<file path="src/rtl/quad_encoder_counter_if.sv">
// Signal bundle between the encoder pins/control logic and quad_encoder_counter.
// index_in/index_seen exist only when QENC_INDEX_EN is defined.
interface quad_encoder_counter_if #(
   parameter int CNT_W = 16,
   parameter int VEL_W = 12
);
   logic             a_in;
   logic             b_in;
   logic             clear;
   logic             err_clr;
   logic [CNT_W-1:0] count;
   logic             step;
   logic             dir;
   logic             err;
   logic             ovf;
   logic [VEL_W-1:0] velocity;
   logic             vel_valid;
`ifdef QENC_INDEX_EN
   logic             index_in;
   logic             index_seen;

   modport master (
      output a_in, b_in, clear, err_clr, index_in,
      input  count, step, dir, err, ovf, velocity, vel_valid, index_seen
   );
   modport slave (
      input  a_in, b_in, clear, err_clr, index_in,
      output count, step, dir, err, ovf, velocity, vel_valid, index_seen
   );
`else
   modport master (
      output a_in, b_in, clear, err_clr,
      input  count, step, dir, err, ovf, velocity, vel_valid
   );
   modport slave (
      input  a_in, b_in, clear, err_clr,
      output count, step, dir, err, ovf, velocity, vel_valid
   );
`endif
endinterface

</file>
<file path="src/rtl/quad_encoder_counter.sv">
// Quadrature decoder: pin sync, glitch filter, 4x decode, signed position, windowed velocity.
// Define QENC_INDEX_EN to add the index input (zeroes count) and sticky index_seen output.
module quad_encoder_counter #(
   parameter int SYNC_STAGES = 2,
   parameter int FILTER_LEN  = 4,
   parameter int CNT_W       = 16,
   parameter int SATURATE    = 0,
   parameter int VEL_WINDOW  = 1000,
   parameter int VEL_W       = 12
) (
   input logic                   clk,
   input logic                   reset,
   quad_encoder_counter_if.slave bus
);

   localparam int STAB_W = $clog2(FILTER_LEN + 1);
   localparam int WIN_W  = $clog2(VEL_WINDOW);
   localparam logic [CNT_W-1:0]  CNT_MAX   = {1'b0, {(CNT_W-1){1'b1}}};
   localparam logic [CNT_W-1:0]  CNT_MIN   = {1'b1, {(CNT_W-1){1'b0}}};
   localparam logic [VEL_W-1:0]  VEL_MAX   = {1'b0, {(VEL_W-1){1'b1}}};
   localparam logic [VEL_W-1:0]  VEL_MIN   = {1'b1, {(VEL_W-1){1'b0}}};
   localparam logic [STAB_W-1:0] STAB_FULL = STAB_W'(FILTER_LEN);
   localparam logic [WIN_W-1:0]  WIN_LAST  = WIN_W'(VEL_WINDOW - 1);
   localparam logic [1:0] MV_NONE = 2'd0;
   localparam logic [1:0] MV_UP   = 2'd1;
   localparam logic [1:0] MV_DN   = 2'd2;
   localparam logic [1:0] MV_ILL  = 2'd3;

   typedef enum logic [0:0] {ST_INIT = 1'b0, ST_RUN = 1'b1} state_t;

   // Classify an {A,B} transition on the Gray cycle 00->01->11->10->00.
   function automatic logic [1:0] decode_move(input logic [1:0] old_ab, input logic [1:0] new_ab);
      logic [1:0] mv;
      case ({old_ab, new_ab})
         4'b0001, 4'b0111, 4'b1110, 4'b1000: mv = MV_UP;
         4'b0100, 4'b1101, 4'b1011, 4'b0010: mv = MV_DN;
         4'b0011, 4'b1100, 4'b0110, 4'b1001: mv = MV_ILL;
         default:                            mv = MV_NONE;
      endcase
      return mv;
   endfunction

   function automatic logic [VEL_W-1:0] vel_add(input logic [VEL_W-1:0] acc, input logic inc,
                                                input logic up);
      logic [VEL_W-1:0] res;
      if (!inc)      res = acc;
      else if (up)   res = (acc == VEL_MAX) ? VEL_MAX : acc + VEL_W'(1);
      else           res = (acc == VEL_MIN) ? VEL_MIN : acc - VEL_W'(1);
      return res;
   endfunction

   logic [SYNC_STAGES-1:0][1:0] ab_sync_q, ab_sync_d;
   logic [1:0]        ab_cand_q, ab_cand_d, prev_q, prev_d, move_s;
   logic [STAB_W-1:0] ab_stab_q, ab_stab_d;
   logic              ab_valid_s, illegal_s;
   state_t            state_q, state_d;
   logic [CNT_W-1:0]  count_q, count_d;
   logic              step_q, step_d, dir_q, dir_d, err_q, err_d, ovf_q, ovf_d;
   logic [WIN_W-1:0]  win_q, win_d;
   logic [VEL_W-1:0]  acc_q, acc_d, vel_q, vel_d, acc_sum_s;
   logic              vv_q, vv_d;

   assign ab_valid_s = (ab_stab_q == STAB_FULL);
   assign move_s     = decode_move(prev_q, ab_cand_q);

`ifdef QENC_INDEX_EN
   logic [SYNC_STAGES-1:0] idx_sync_q, idx_sync_d;
   logic [STAB_W-1:0]      idx_stab_q, idx_stab_d;
   logic                   idx_cand_q, idx_cand_d, idx_lvl_q, idx_lvl_d;
   logic                   idx_seen_q, idx_seen_d, idx_valid_s, idx_rise_s;

   assign idx_valid_s = (idx_stab_q == STAB_FULL);
   assign idx_rise_s  = idx_valid_s && idx_cand_q && !idx_lvl_q && (state_q == ST_RUN);

   // Index pin: same sync/filter as A/B; idx_lvl_q holds the last accepted level.
   always_comb begin
      idx_sync_d = {idx_sync_q[SYNC_STAGES-2:0], bus.index_in};
      idx_cand_d = idx_cand_q;
      idx_stab_d = idx_stab_q;
      if (idx_sync_q[SYNC_STAGES-1] != idx_cand_q) begin
         idx_cand_d = idx_sync_q[SYNC_STAGES-1];
         idx_stab_d = STAB_W'(1);
      end else if (!idx_valid_s) begin
         idx_stab_d = idx_stab_q + STAB_W'(1);
      end else begin
         idx_stab_d = idx_stab_q;
      end
      idx_lvl_d = idx_valid_s ? idx_cand_q : idx_lvl_q;
      if (bus.clear)       idx_seen_d = 1'b0;
      else if (idx_rise_s) idx_seen_d = 1'b1;
      else                 idx_seen_d = idx_seen_q;
   end

   // Index path registers.
   always_ff @(posedge clk) begin
      if (reset) begin
         idx_sync_q <= {SYNC_STAGES{1'b0}};
         idx_cand_q <= 1'b0;
         idx_stab_q <= {STAB_W{1'b0}};
         idx_lvl_q  <= 1'b0;
         idx_seen_q <= 1'b0;
      end else begin
         idx_sync_q <= idx_sync_d;
         idx_cand_q <= idx_cand_d;
         idx_stab_q <= idx_stab_d;
         idx_lvl_q  <= idx_lvl_d;
         idx_seen_q <= idx_seen_d;
      end
   end

   assign bus.index_seen = idx_seen_q;
`else
   logic idx_rise_s;
   assign idx_rise_s = 1'b0;
`endif

   // Sync chain and filter: a candidate becomes valid after FILTER_LEN matching samples.
   always_comb begin
      ab_sync_d = {ab_sync_q[SYNC_STAGES-2:0], {bus.a_in, bus.b_in}};
      ab_cand_d = ab_cand_q;
      ab_stab_d = ab_stab_q;
      if (ab_sync_q[SYNC_STAGES-1] != ab_cand_q) begin
         ab_cand_d = ab_sync_q[SYNC_STAGES-1];
         ab_stab_d = STAB_W'(1);
      end else if (!ab_valid_s) begin
         ab_stab_d = ab_stab_q + STAB_W'(1);
      end else begin
         ab_stab_d = ab_stab_q;
      end
   end

   // Decode FSM next state: INIT only latches the first filtered value.
   always_comb begin
      state_d   = state_q;
      prev_d    = prev_q;
      step_d    = 1'b0;
      dir_d     = dir_q;
      illegal_s = 1'b0;
      case (state_q)
         ST_INIT: begin
            if (ab_valid_s) begin
               prev_d  = ab_cand_q;
               state_d = ST_RUN;
            end else begin
               state_d = ST_INIT;
            end
         end
         ST_RUN: begin
            if (ab_valid_s && (ab_cand_q != prev_q)) begin
               prev_d = ab_cand_q;
               case (move_s)
                  MV_UP:   begin step_d = 1'b1; dir_d = 1'b1; end
                  MV_DN:   begin step_d = 1'b1; dir_d = 1'b0; end
                  default: illegal_s = 1'b1;
               endcase
            end else begin
               prev_d = prev_q;
            end
         end
         default: state_d = ST_INIT;
      endcase
   end

   // Position, overflow and error; clear and index zeroing override the step.
   always_comb begin
      count_d = count_q;
      ovf_d   = ovf_q;
      if (step_d && dir_d) begin
         if (count_q == CNT_MAX) begin
            ovf_d   = 1'b1;
            count_d = (SATURATE != 0) ? CNT_MAX : CNT_MIN;
         end else begin
            count_d = count_q + CNT_W'(1);
         end
      end else if (step_d) begin
         if (count_q == CNT_MIN) begin
            ovf_d   = 1'b1;
            count_d = (SATURATE != 0) ? CNT_MIN : CNT_MAX;
         end else begin
            count_d = count_q - CNT_W'(1);
         end
      end else begin
         count_d = count_q;
      end
      if (idx_rise_s) count_d = {CNT_W{1'b0}};
      else            count_d = count_d;
      if (bus.clear) begin
         count_d = {CNT_W{1'b0}};
         ovf_d   = 1'b0;
      end else begin
         ovf_d   = ovf_d;
      end
      if (illegal_s)        err_d = 1'b1;
      else if (bus.err_clr) err_d = 1'b0;
      else                  err_d = err_q;
   end

   // Velocity window: accumulate this cycle's step, publish and restart on the last count.
   always_comb begin
      acc_sum_s = vel_add(acc_q, step_d, dir_d);
      if (win_q == WIN_LAST) begin
         win_d = {WIN_W{1'b0}};
         vel_d = acc_sum_s;
         vv_d  = 1'b1;
         acc_d = {VEL_W{1'b0}};
      end else begin
         win_d = win_q + WIN_W'(1);
         vel_d = vel_q;
         vv_d  = 1'b0;
         acc_d = acc_sum_s;
      end
   end

   // Main state registers.
   always_ff @(posedge clk) begin
      if (reset) begin
         ab_sync_q <= {(2*SYNC_STAGES){1'b0}};
         ab_cand_q <= 2'b00;
         ab_stab_q <= {STAB_W{1'b0}};
         state_q   <= ST_INIT;
         prev_q    <= 2'b00;
         count_q   <= {CNT_W{1'b0}};
         step_q    <= 1'b0;
         dir_q     <= 1'b0;
         err_q     <= 1'b0;
         ovf_q     <= 1'b0;
         win_q     <= {WIN_W{1'b0}};
         acc_q     <= {VEL_W{1'b0}};
         vel_q     <= {VEL_W{1'b0}};
         vv_q      <= 1'b0;
      end else begin
         ab_sync_q <= ab_sync_d;
         ab_cand_q <= ab_cand_d;
         ab_stab_q <= ab_stab_d;
         state_q   <= state_d;
         prev_q    <= prev_d;
         count_q   <= count_d;
         step_q    <= step_d;
         dir_q     <= dir_d;
         err_q     <= err_d;
         ovf_q     <= ovf_d;
         win_q     <= win_d;
         acc_q     <= acc_d;
         vel_q     <= vel_d;
         vv_q      <= vv_d;
      end
   end

   assign bus.count     = count_q;
   assign bus.step      = step_q;
   assign bus.dir       = dir_q;
   assign bus.err       = err_q;
   assign bus.ovf       = ovf_q;
   assign bus.velocity  = vel_q;
   assign bus.vel_valid = vv_q;

endmodule

</file>
<file path="src/flat_wrapper.sv">
// flat-port wrapper written by rule: the top's interface ports become plain ports
module quad_encoder_counter_flat 
#(
   parameter int SYNC_STAGES = 2,
   parameter int FILTER_LEN  = 4,
   parameter int CNT_W       = 16,
   parameter int SATURATE    = 0,
   parameter int VEL_WINDOW  = 1000,
   parameter int VEL_W       = 12
)
  (clk, reset, bus_a_in, bus_b_in, bus_clear, bus_err_clr, bus_count, bus_step, bus_dir, bus_err, bus_ovf, bus_velocity, bus_vel_valid);
  quad_encoder_counter_if #(.CNT_W(CNT_W), .VEL_W(VEL_W)) bus_i ();
  input logic clk;
  input logic reset;
  input wire logic [$bits(bus_i.a_in)-1:0] bus_a_in;
  input wire logic [$bits(bus_i.b_in)-1:0] bus_b_in;
  input wire logic [$bits(bus_i.clear)-1:0] bus_clear;
  input wire logic [$bits(bus_i.err_clr)-1:0] bus_err_clr;
  output wire logic [$bits(bus_i.count)-1:0] bus_count;
  output wire logic [$bits(bus_i.step)-1:0] bus_step;
  output wire logic [$bits(bus_i.dir)-1:0] bus_dir;
  output wire logic [$bits(bus_i.err)-1:0] bus_err;
  output wire logic [$bits(bus_i.ovf)-1:0] bus_ovf;
  output wire logic [$bits(bus_i.velocity)-1:0] bus_velocity;
  output wire logic [$bits(bus_i.vel_valid)-1:0] bus_vel_valid;
  assign bus_i.a_in = bus_a_in;
  assign bus_i.b_in = bus_b_in;
  assign bus_i.clear = bus_clear;
  assign bus_i.err_clr = bus_err_clr;
  assign bus_count = bus_i.count;
  assign bus_step = bus_i.step;
  assign bus_dir = bus_i.dir;
  assign bus_err = bus_i.err;
  assign bus_ovf = bus_i.ovf;
  assign bus_velocity = bus_i.velocity;
  assign bus_vel_valid = bus_i.vel_valid;
  quad_encoder_counter #(.SYNC_STAGES(SYNC_STAGES), .FILTER_LEN(FILTER_LEN), .CNT_W(CNT_W), .SATURATE(SATURATE), .VEL_WINDOW(VEL_WINDOW), .VEL_W(VEL_W)) u_core (.clk(clk), .reset(reset), .bus(bus_i));
endmodule
</file>
<file path="config.mk">
export PLATFORM = sky130hd
export DESIGN_NAME = quad_encoder_counter_flat
export DESIGN_NICKNAME = d
export VERILOG_FILES = /design/src/rtl/quad_encoder_counter_if.sv /design/src/rtl/quad_encoder_counter.sv /design/src/flat_wrapper.sv
export SDC_FILE = /design/constraint.sdc
export NUM_CORES = 1
export LEC_CHECK = 0
export ABC_AREA = 1
export CAP_MARGIN = 20
export CORE_MARGIN = 2
export CORE_UTILIZATION = 30
export DETAILED_ROUTE_END_ITERATION = 8
export GPL_TIMING_DRIVEN = 1
export PLACE_DENSITY = 0.59
export SLEW_MARGIN = 20
export SYNTH_ARGS = -nofsm -noshare
export SYNTH_HDL_FRONTEND = slang
export SYNTH_SLANG_ARGS = --single-unit
</file>
<file path="constraint.sdc">
create_clock -name clk -period 1.9 [get_ports clk]
set_clock_uncertainty 0.15 [all_clocks]
set_input_delay 0.19 -clock clk [delete_from_list [all_inputs] [get_ports clk]]
set_output_delay 0.19 -clock clk [all_outputs]
set_load 0.02 [all_outputs]
</file>
==> key figures <==
Power and ir drop
  – NetSw: 0.738 mW
  – Int Power: 2.53 mW
  – Clk pwr share: 0.520
  – Sw frac: 0.226
  – Peak supply drop: 507 µV
  – Sequential power share: 0.439
  – PD cells: 537 nW/µm²
  – Combinational power share: 0.041
  – Pleak: 2.79 nW
  – Final Power: 3.27 mW

Yosys
  – Post-synth top area share: 0.319
  – Syn Inst Count: 652
  – Total nets after synthesis: 668
  – Avg Cell Area, Syn: 6.45 µm²
  – Async SR Flop Fraction: 0
  – Yosys cell types: 39
  – #FFs+latches synth: 67
  – Synth area leader: dfxtp_1
  – Number of synthesized flops with an enable pin: 0
  – Mapped cell area: 4210 µm²
  – Primary FF master, synth: dfxtp_1
  – Post-synthesis sequential area ratio: 0.319
  – YS warnings: 0
  – Top post-synthesis cells by area: dfxtp_1 (32%), nand2_1 (17%), nand3_1 (6.8%), inv_1 (6.3%), nor2_1 (6.2%)

Critical path
  – Critical path launch point type: flop
  – WS Path Type: reg -> reg
  – Crit path required time: 2040 ps
  – Worst-path maximum fanout: 6
  – Crit path DAT: 2260 ps
  – Setup crit end kind: flop

Place
  – Placed insts: 936
  – DPL Wire Length: 8.63 mm
  – GP Congestion: 0.925
  – Pre-CTS WS: -231 ps
  – Buffers on Ports: 38

Floorplan
  – # rows: 43
  – Core Region: 13800 µm²
  – Area of the die: 15000 µm²
  – IO Pins: 39
  – Die width: 122 µm
  – Die Ht: 122 µm
  – Starting Density: 0.305

STA
  – Final-report setup violation count: 42
  – Worst hold slack: 218 ps
  – Least-Margin Pin Slew: 393 ps
  – Unrepaired setup endpoints after global routing: yes
  – Fin crit share: 1.11
  – Fmax: 472 MHz
  – Fin. Hold Viols: 0
  – Slew margin rel.: 0.738
  – Worst setup margin: -218 ps
  – Min Clock Period, post-route: 2120 ps
  – Slew Limit Fails: 0

CTS
  – Clock transition at the registers of the reported paths: 60 ps
  – CTS sink cnt: 67
  – CTS root buf: clkbuf_16
  – Total CTS buffers: 9
  – CTS tree: built
  – Clock Latency Late Sink: 340 ps
  – Cts hold-fix bufs: 0
  – CTS max path bufs: 2
  – H-tree depth: 3

Drt
  – Vias: 4416
  – Post-route DRC: 0
  – Antenna viol nets, final: 0
  – DR pass1 iterations: 4
  – Routed WL: 11.9 mm
  – Post-DR wirelength/cell: 12.3 µm
  – Iter 0 DRT Violations: 243
  – Vias/cell: 4.60

Final layout
  – Number of standard cells in the final layout excluding fillers: 960
  – Nets: 791
  – Number of diodes: 0
  – Share of layout cells above drive strength 1: 0.242
  – Register area: 1350 µm²
  – Fillers: 1451
  – P&R area growth vs syn: 44.8%
  – Multi-input logic area: 2720 µm²

Hold path
  – Hold Crit Class: in -> reg

GRT
  – Overflow after GRT: 0
  – Initial antenna violation count: 0
  – Number of global-route vias before repair: 3958
  – First-pass GRT wire length: 19.1 mm
  – GR Util All Layers: 0.163
  – Pin count of the biggest net entering global routing: 20

Run status
  – Status: complete, but fails checks
  – Failing checks: negative setup slack

Job
  – Max cap viols: 0
==> through the flow <==
step                setup TNS, ps   util  cell area, µm²
finish                      -6400  0.442            6090
global route               -12350  0.442            6090
CTS                         -6100  0.423            5830
detailed placement          -6450  0.391            5380
global placement            -5240  0.391            5380
floorplan                    -724      -            4230
==> state kept, by name, indices dropped and copies added, names as in the netlist, 2 cells and up <==
register	count
u_core.bus.count	16
u_core.acc_q	12
u_core.bus.velocity	12
u_core.win_q	10
u_core.ab_stab_q	3
u_core.ab_cand_q	2
u_core.ab_sync_d	2
u_core.ab_sync_q	2
u_core.prev_q	2
==> path summary, 6_finish.rpt <==
kind	startpoint	to	depth (start not counted)	slack (ps)
setup / recovery	u_core.ab_cand_q[0]	u_core.bus.velocity[5]	12	-220
hold / removal	bus_a_in	u_core.ab_sync_d[3]	3	220
setup reg to reg	u_core.ab_cand_q[0]	u_core.bus.velocity[5]	12	-220
hold reg to reg	u_core.ab_sync_d[2]	u_core.ab_sync_q[2]	2	250
==> placed cells by master (no fill, tap or decap), types with 3 or more instances in the layout <==
cell	Yosys	final
buf_4	2	74
nand3_2	0	10
nand4_1	12	12
nor2_2	3	4
nand2_2	2	10
nor2_1	69	66
buf_12	0	6
inv_2	3	4
inv_4	1	3
nand3_1	57	46
a21oi_1	47	29
nand2_4	2	7
inv_1	71	68
clkdlybuf4s50_1	0	38
clkbuf_16	0	11
ha_1	10	10
dfxtp_1	67	64
nor3_1	16	16
o211ai_1	4	4
a31oi_1	3	3
nor2_4	4	6
xor2_1	23	23
nand2_1	188	175
o21ai_2	5	7
a21oi_2	0	17
o21ai_0	29	26
dfxtp_2	0	3
buf_6	3	7
==> logic make-up after synthesis <==
logic type	synth area share
DFF	0.319
adders and majority gates	0.0298
and+or+nand+nor	0.389
xor gates and xnor gates	0.0521
AOI/OAI and AO/OA	0.117
buffers and inverters	0.0931
==> critical path, cell delays in order, from the launching register on <==
cell and delay (ps):
dfxtp_2 330, or2_1 240, a32oi_1 180, ha_1 270
inv_2 100, nand3_4 130, buf_12 180, buf_12 130
o21ai_4 120, nand2_2 80, nand2_1 50, nand2_1 50
nand2_1 50
==> area by class of cell <==
type / count / share of cell area
clock buffer: 10 / 0.0392
clock inverter: 6 / 0.0107
inverter: 76 / 0.0481
multi-input combinational: 493 / 0.447
sequential: 67 / 0.221
tap: 180 / 0.0370
timing repair buffer: 128 / 0.197
==> repair_timing <==
item,CTS,global route
pin swaps,24,18
resized for setup,27,52
buffers inserted,3,2
setup endpoints to repair,42,44
gates cloned,1,2
==> synth_stat cells (2+ instances only) <==
cell type	n
a21oi_1	47
a31oi_1	3
buf_2	7
buf_4	2
buf_6	3
clkbuf_1	4
dfxtp_1	67
ha_1	10
inv_1	71
inv_2	3
nand2_1	188
nand2_2	2
nand2_4	2
nand3_1	57
nand3b_1	2
nand4_1	12
nor2_1	69
nor2_2	3
nor2_4	4
nor3_1	16
nor3_2	2
o211ai_1	4
o21ai_0	29
o21ai_1	2
o21ai_2	5
or2_2	2
xnor2_1	2
xor2_1	23
==> per-layer routing <==
layer  GRT usage  share of wire  vias to the layer above
li1            -              -                     2352
met1       0.225           0.50                     1975
met2       0.248           0.44                       72
met3      0.0335          0.037                       17
met4      0.0668          0.021                        0
met5           0              0                        -
==> power by group through the flow <==
stage          sequential, mW  clock (mW)  combinational [mW]
2_1_floorplan            1.46           0              0.0745
3_3_place_gp             1.46           0               0.131
3_5_place_dp             1.46           0               0.133
4_1_cts                  1.43        1.75               0.134
5_1_grt                  1.44        1.81               0.152
6_report                 1.43        1.70               0.135
(Power assumes the default switching activity.)
